$ cat src/rtl/mips_pkg.sv
// Shared types and constants for the data-memory bus controller.
// Used by mem_bus_ctrl and its optional bus_timeout_cnt (BUS_TIMEOUT_EN).
package mips_pkg;

  typedef enum logic [1:0] {
    IDLE = 2'd0,
    WAIT = 2'd1,
    DONE = 2'd2
  } state_e;

  localparam logic [1:0]  WORD_ALIGN_MASK = 2'b11;
  localparam logic [31:0] ERR_DATA        = 32'hFFFF_FFFF;

endpackage

$ cat src/rtl/bus_timeout_cnt.sv
// Watchdog for a pending bus transaction.
// Instantiated by mem_bus_ctrl only when BUS_TIMEOUT_EN is defined.
module bus_timeout_cnt #(
  parameter int TIMEOUT = 255,
  parameter int CNT_W   = 9
) (
  input  logic clk,
  input  logic rst,
  input  logic clr,
  input  logic en,
  output logic expired
);

  logic [CNT_W-1:0] cnt_q, cnt_d;

  always_comb begin
    cnt_d = cnt_q;
    if (clr)
      cnt_d = '0;
    else if (en)
      cnt_d = cnt_q + 1'b1;
  end

  always_ff @(posedge clk or negedge rst) begin
    if (!rst)
      cnt_q <= '0;
    else
      cnt_q <= cnt_d;
  end

  // Fires in the TIMEOUT-th WAIT cycle, counting the first as zero.
  assign expired = en && (cnt_q == CNT_W'(TIMEOUT - 1));

endmodule

$ cat src/rtl/mem_bus_ctrl.sv
// Multi-cycle data-memory controller: MEM-stage loads/stores over req/ack.
// Define BUS_TIMEOUT_EN to add the WAIT watchdog and the sticky BusErr output.
module mem_bus_ctrl
  import mips_pkg::*;
#(
  parameter int ADDR_W  = 32,
  parameter int DATA_W  = 32
`ifdef BUS_TIMEOUT_EN
  ,
  parameter int TIMEOUT = 255
`endif
) (
  input  logic              clk,
  input  logic              rst,
  input  logic              MemReadM,
  input  logic              MemWriteM,
  input  logic [ADDR_W-1:0] ALUOutM,
  input  logic [DATA_W-1:0] WriteDataM,
  output logic [DATA_W-1:0] ReadDataM,
  output logic              StallMem,
  output logic              MisalignM,
  output logic              bus_req,
  output logic              bus_we,
  output logic [ADDR_W-1:0] bus_addr,
  output logic [DATA_W-1:0] bus_wdata,
  input  logic [DATA_W-1:0] bus_rdata,
  input  logic              bus_ack
`ifdef BUS_TIMEOUT_EN
  ,
  output logic              BusErr
`endif
);

  state_e            state_q, state_d;
  logic [DATA_W-1:0] rdata_q, rdata_d;
  logic [ADDR_W-1:0] addr_q, addr_d;
  logic [DATA_W-1:0] wdata_q, wdata_d;
  logic              req_q, req_d;
  logic              we_q, we_d;
  logic              mis_q, mis_d;
  logic              mem_req;
  logic              misal;
  logic              accept;

  assign mem_req = MemReadM | MemWriteM;
  assign misal   = |(ALUOutM[1:0] & WORD_ALIGN_MASK);
  assign accept  = (state_q == IDLE) && mem_req && !misal;

`ifdef BUS_TIMEOUT_EN
  logic to_hit;
  logic err_q, err_d;

  bus_timeout_cnt #(
    .TIMEOUT (TIMEOUT),
    .CNT_W   (9)
  ) u_wdog (
    .clk     (clk),
    .rst     (rst),
    .clr     (accept),
    .en      (state_q == WAIT),
    .expired (to_hit)
  );
`endif

  always_comb begin
    state_d = state_q;
    rdata_d = rdata_q;
    addr_d  = addr_q;
    wdata_d = wdata_q;
    req_d   = req_q;
    we_d    = we_q;
    mis_d   = 1'b0;
`ifdef BUS_TIMEOUT_EN
    err_d   = err_q;
`endif
    unique case (state_q)
      IDLE: begin
        if (mem_req && misal) begin
          mis_d   = 1'b1;
          rdata_d = '0;
        end else if (accept) begin
          state_d = WAIT;
          req_d   = 1'b1;
          we_d    = MemWriteM;
          addr_d  = {ALUOutM[ADDR_W-1:2], 2'b00};
          wdata_d = WriteDataM;
        end
      end
      WAIT: begin
        if (bus_ack) begin
          if (!we_q)
            rdata_d = bus_rdata;
          req_d   = 1'b0;
          state_d = DONE;
        end
`ifdef BUS_TIMEOUT_EN
        else if (to_hit) begin
          rdata_d = DATA_W'(ERR_DATA);
          req_d   = 1'b0;
          err_d   = 1'b1;
          state_d = DONE;
        end
`endif
      end
      DONE:    state_d = IDLE;
      default: state_d = IDLE;
    endcase
  end

  always_ff @(posedge clk or negedge rst) begin
    if (!rst) begin
      state_q <= IDLE;
      rdata_q <= '0;
      addr_q  <= '0;
      wdata_q <= '0;
      req_q   <= 1'b0;
      we_q    <= 1'b0;
      mis_q   <= 1'b0;
`ifdef BUS_TIMEOUT_EN
      err_q   <= 1'b0;
`endif
    end else begin
      state_q <= state_d;
      rdata_q <= rdata_d;
      addr_q  <= addr_d;
      wdata_q <= wdata_d;
      req_q   <= req_d;
      we_q    <= we_d;
      mis_q   <= mis_d;
`ifdef BUS_TIMEOUT_EN
      err_q   <= err_d;
`endif
    end
  end

  // Stall is raised in the request cycle itself and released in DONE.
  assign StallMem  = rst && (accept || (state_q == WAIT));
  assign ReadDataM = rdata_q;
  assign MisalignM = mis_q;
  assign bus_req   = req_q;
  assign bus_we    = we_q;
  assign bus_addr  = addr_q;
  assign bus_wdata = wdata_q;
`ifdef BUS_TIMEOUT_EN
  assign BusErr    = err_q;
`endif

endmodule

$ cat config.mk
export PLATFORM = sky130hd
export DESIGN_NAME = mem_bus_ctrl
export DESIGN_NICKNAME = d
export VERILOG_FILES = /design/src/rtl/mips_pkg.sv /design/src/rtl/bus_timeout_cnt.sv /design/src/rtl/mem_bus_ctrl.sv
export SDC_FILE = /design/constraint.sdc
export NUM_CORES = 1
export LEC_CHECK = 0
export ABC_AREA = 1
export BUFFER_PORTS_ARGS = -buffer_cell sky130_fd_sc_hd__buf_4
export CAP_MARGIN = 20
export CELL_PAD_IN_SITES_DETAIL_PLACEMENT = 0
export CELL_PAD_IN_SITES_GLOBAL_PLACEMENT = 2
export CORE_AREA = 2 2 129 131
export DETAILED_ROUTE_END_ITERATION = 12
export DIE_AREA = 0 0 131 133
export GPL_TIMING_DRIVEN = 0
export PLACE_DENSITY_LB_ADDON = 0.1
export SLEW_MARGIN = 20
export SYNTH_ARGS = -nofsm -noshare
export SYNTH_HDL_FRONTEND = slang
export SYNTH_HIERARCHICAL = 1
export SYNTH_SLANG_ARGS = --single-unit
$ cat constraint.sdc
create_clock -name clk -period 1.55 [get_ports clk]
set_clock_uncertainty 0.05 [all_clocks]
set_input_delay 0.31 -clock clk [delete_from_list [all_inputs] [get_ports clk]]
set_output_delay 0.31 -clock clk [all_outputs]
set_load 0.1 [all_outputs]
# Word-level counts from Yosys, hierarchy flattened
# Cells that the tools add are included.
# Widths: inputs -> output; s select.
# word_totals
input_bits,101
elab_cells,42
reg_bits,99
output_inout_bits,100
# classes
n_reduce_logical,13
n_mux,14
eq_ne,6
n_bitwise,2
# op_table
op,n
$mux 32,3
$pmux 32 s2,1
$ne 2x2->1 const B,4
$reduce_and 4->1,2
$mux 2,3
$reduce_and 3->1,2
$mux 1,5
$logic_and 1x1->1,4
$pmux 2 s2,1
$eq 2x1->1 const B,1
$logic_not 2->1,1
$ne 2x1->1 const B,1
$pmux 1 s2,1
$reduce_bool 2->1,1
$reduce_or 2->1,1
$logic_not 1->1,1
$logic_or 1x1->1,1
$not 1->1,1
$or 1x1->1,1

# Longest topological paths before layout
# logic_depth
depth_word,6
ltp_mapped,8
depth_no_buf,7

# Worst setup path after synthesis
# No wires, ideal clock.
# synth_timing
path_type,register to output
start,register state_q[0]
end,output port StallMem
stages_incl_launch_ff,5
t_required_ps,1190
t_arrival_ps,2988
path_slack_ps,-1798
cell_sequence,dfrtp_1 > nor2_2 > nand4_1 > buf_2 > a21boi_0
# synth_between
elab_chain_cells,5
elab_cells_between_ends,6
# synth_lines
item,line,text
start: declaration,mem_bus_ctrl.sv:34,"state_e state_q, state_d;"
start signal: assignment,mem_bus_ctrl.sv:123,state_q <= state_d;
$logic_not 2->1,mem_bus_ctrl.sv:47,assign accept = (state_q == IDLE) && mem_req && !misal;
$logic_and 1x1->1 (2 in series),mem_bus_ctrl.sv:47,
$logic_or 1x1->1 (*),mem_bus_ctrl.sv:137,assign StallMem = rst && (accept || (state_q == WAIT));
$logic_and 1x1->1 (*),mem_bus_ctrl.sv:137,
end: declaration,mem_bus_ctrl.sv:20,"output logic StallMem,"
# Every way passes the cells marked *; elsewhere a longest branch is shown, timed or not.

# Worst setup path after layout
# layout_timing
start,register state_q[1]
end,output port StallMem
# Same word-level chain as after synthesis.

==> results_dict.tcl <==
set metrics [dict create \
    hp-class "in2async" \
    root_buffer "clkbuf_16" \
    min_period_over_period_pct 122.5 \
    num_rows 47 \
    yosys_warnings 6 \
    drt_pass1_iterations 4 \
    finalSetupViolations 1 \
    setup_slack_ns -0.3495 \
    hold_violations 42 \
    netlist_area_um2 3953 \
    die_h_um 133 \
    ys_ff_latch 99 \
    place_area_um2 5741 \
    hold_ws_ns -0.08255 \
    yosysUniqueCellTypes 20 \
    stdcell_area_um2 6135 \
    fin_crit_ns 1.900 \
    fmax_ghz 0.5265 \
    status "finished with violations" \
    avgSynthCellArea_um2 9.045 \
    grt_usage_pct 13.08 \
    endpoint_kind "output port" \
    start_util_pct 24.44 \
    antenna_found_initial 0 \
    drc 0 \
    dpl.hpwl_um 8285 \
    crit_path_max_fanout 3 \
    drt_iter0_drc 93 \
    fin_util_pct 37.93 \
    die_width_um 131 \
    n_antenna_cell 0 \
    avgViaCountPerCell 3.977 \
    portBuffers 198 \
    power_leakage_uw 0.003479 \
    cts_sinks 99 \
    num-nets-final 753 \
    drive_above_1_share_pct 38.05 \
    crit_type "reg2out" \
    grt_pass1_wl_um 17760 \
    htreeDepth 3 \
    syn_inst 437 \
    vias 3488 \
    cts-buffers-inserted 9 \
    drt_wl_total_um 11310 \
    io_pins 201 \
    cts.clk_slew.worst_paths_ns 0.07 \
    overflow 0 \
    wl_per_cell_um 12.89 \
    ir_drop_v 0.0008216 \
    dieArea_um2 17420 \
    tightest_slew_ns 0.8106 \
    core_um2 16170 \
    cts_tree "yes" \
    gp_congestion 0.6873 \
    power_uw 12060 \
    fill_cells 1726 \
    worstPathRequired_ns 1.19 \
    synth-seq-area-share_pct 62.68 \
    syn_to_final_growth_pct 55.21 \
    finalMaxSlewViolations 0 \
    p_per_area_nw_per_um2 1966 \
    arrival_ns 1.54 \
    clockBufferDepth 2 \
    ant_nets 0 \
    rsz0062_at_grt "yes" \
    max-slew-margin-rel_pct 45.96 \
    clk_latency_ns 0.34 \
    cp-start-kind "flip-flop" \
    violations "negative hold slack, negative setup slack" \
    grt_max_degree 101 \
    cap_violations 0 \
    grt_pass1_vias 3466 \
]
[power by group]
part / internal (µW) / total [µW] / switching (µW) / leakage, µW
combinational: 1220 / 6150 / 4930 / 0.00205
clock: 1500 / 2470 / 964 / 0.000159
sequential: 3130 / 3440 / 313 / 0.00127
total: 5850 / 12100 / 6210 / 0.00348
[sequential cells by signal (all words and copies together) (netlist names)]
name,count
bus_req,1
state_q,2
bus_wdata,32
ReadDataM,32
bus_we,1
MisalignM,1
bus_addr,30
[routing by layer]
layer / GRT usage, % / share of wire (%) / vias to the layer above
li1: - / - / 1761
met1: 16.15 / 43 / 1594
met2: 20.09 / 45 / 122
met3: 5.621 / 10 / 11
met4: 5.142 / 1.7 / 0
met5: 0 / 0 / -
[kinds of logic after synthesis]
| group | count (synthesis) | share of synthesized area (%) |
|---|---|---|
| and+or+nand+nor | 174 | 18.01 |
| buffers and inverters | 96 | 10.67 |
| AOI/OAI and AO/OA | 67 | 8.547 |
| DFF | 99 | 62.68 |
| other | 1 | 0.09488 |
[cell usage after synthesis]
cell | number | share of area [%]
nand2_1 | 132 | 13
dfrtp_1 | 99 | 63
inv_1 | 69 | 6.6
o21ai_1 | 63 | 8.0
nand3_1 | 35 | 4.4
buf_2 | 12 | 1.5
buf_4 | 6 | 1.1
buf_6 | 3 | 0.85
clkbuf_1 | 3 | 0.28
nor2_1 | 3 | 0.28
inv_2 | 2 | 0.19
o21ai_0 | 2 | 0.25
a21boi_0 | 1 | 0.19
a21oi_1 | 1 | 0.13
clkbuf_2 | 1 | 0.13
conb_1 | 1 | 0.095
nand2_2 | 1 | 0.16
nand4_1 | 1 | 0.16
nor2_2 | 1 | 0.16
nor2_4 | 1 | 0.28
[placed cells by master (no fill, tap or decap), types with 3 or more instances in the layout]
cell type | netlist | final
o21ai_1 | 63 | 63
clkbuf_16 | 0 | 9
dfrtp_1 | 99 | 98
buf_4 | 6 | 207
nor2_1 | 3 | 3
inv_1 | 69 | 69
buf_6 | 3 | 4
buf_2 | 12 | 11
nand2_1 | 132 | 132
clkbuf_2 | 1 | 4
nand3_1 | 35 | 35
[through the flow]
step	TNS, ns	std cells	setup slack [ns]	hold slack (ns)
after floorplan	-0.1972	438	-0.1972	-0.03559
after global placement	-5.663	856	-0.8375	0.4095
after detailed placement	-1.458	856	-0.5182	0.4161
after CTS	-0.3941	878	-0.3941	0.0000008882
after global routing	-0.8752	877	-0.4253	0.02181
final	-0.3495	877	-0.3495	-0.08255
[critical path, cell delays in order (launching register included)]
cell      delay [ns]
dfrtp_1         0.39
nor2_2          0.12
nand4_1         0.17
buf_6           0.18
a21boi_4        0.14
buf_12          0.19
[final cells by class]
cell class | count | area [µm²] | share of cell area (%)
Sequential cell | 99 | 2479 | 40.40
Clock inverter | 4 | 72.57 | 1.183
Multi-Input combinational cell | 243 | 1074 | 17.50
Buffer | 24 | 157.7 | 2.570
Inverter | 71 | 269.0 | 4.385
Clock buffer | 12 | 256.5 | 4.181
Tap cell | 220 | 275.3 | 4.487
Timing Repair Buffer | 204 | 1551 | 25.29
[timing repair]
action                                  in CTS  in global routing
pin swaps                                    4                  2
buffers inserted                             6                  0
resized for setup                            4                  8
hold buffers                                 0                  0
endpoints found under the setup margin       1                 56
gates cloned                                 0                  0
[worst paths after layout]
path | start | end | slack [ns] | cells after the start
max | state_q[1]$_DFFE_PN0P_ | StallMem | -0.35 | 5
min | rst | ReadDataM[30]$_DFFE_PN0P_ | -0.08 | 1
max reg2reg | state_q[1]$_DFFE_PN0P_ | ReadDataM[4]$_DFFE_PN0P_ | 0.07 | 9
min reg2reg | bus_req$_DFFE_PN0P_ | bus_req$_DFFE_PN0P_ | 0.43 | 2
max in group asynchronous | rst | bus_addr[10]$_DFFE_PN0P_ | 0.91 | 1
min in group clk | bus_ack | state_q[0]$_DFFE_PN0P_ | 0.13 | 2
No activity file was read; power rests on OpenSTA's default activity.
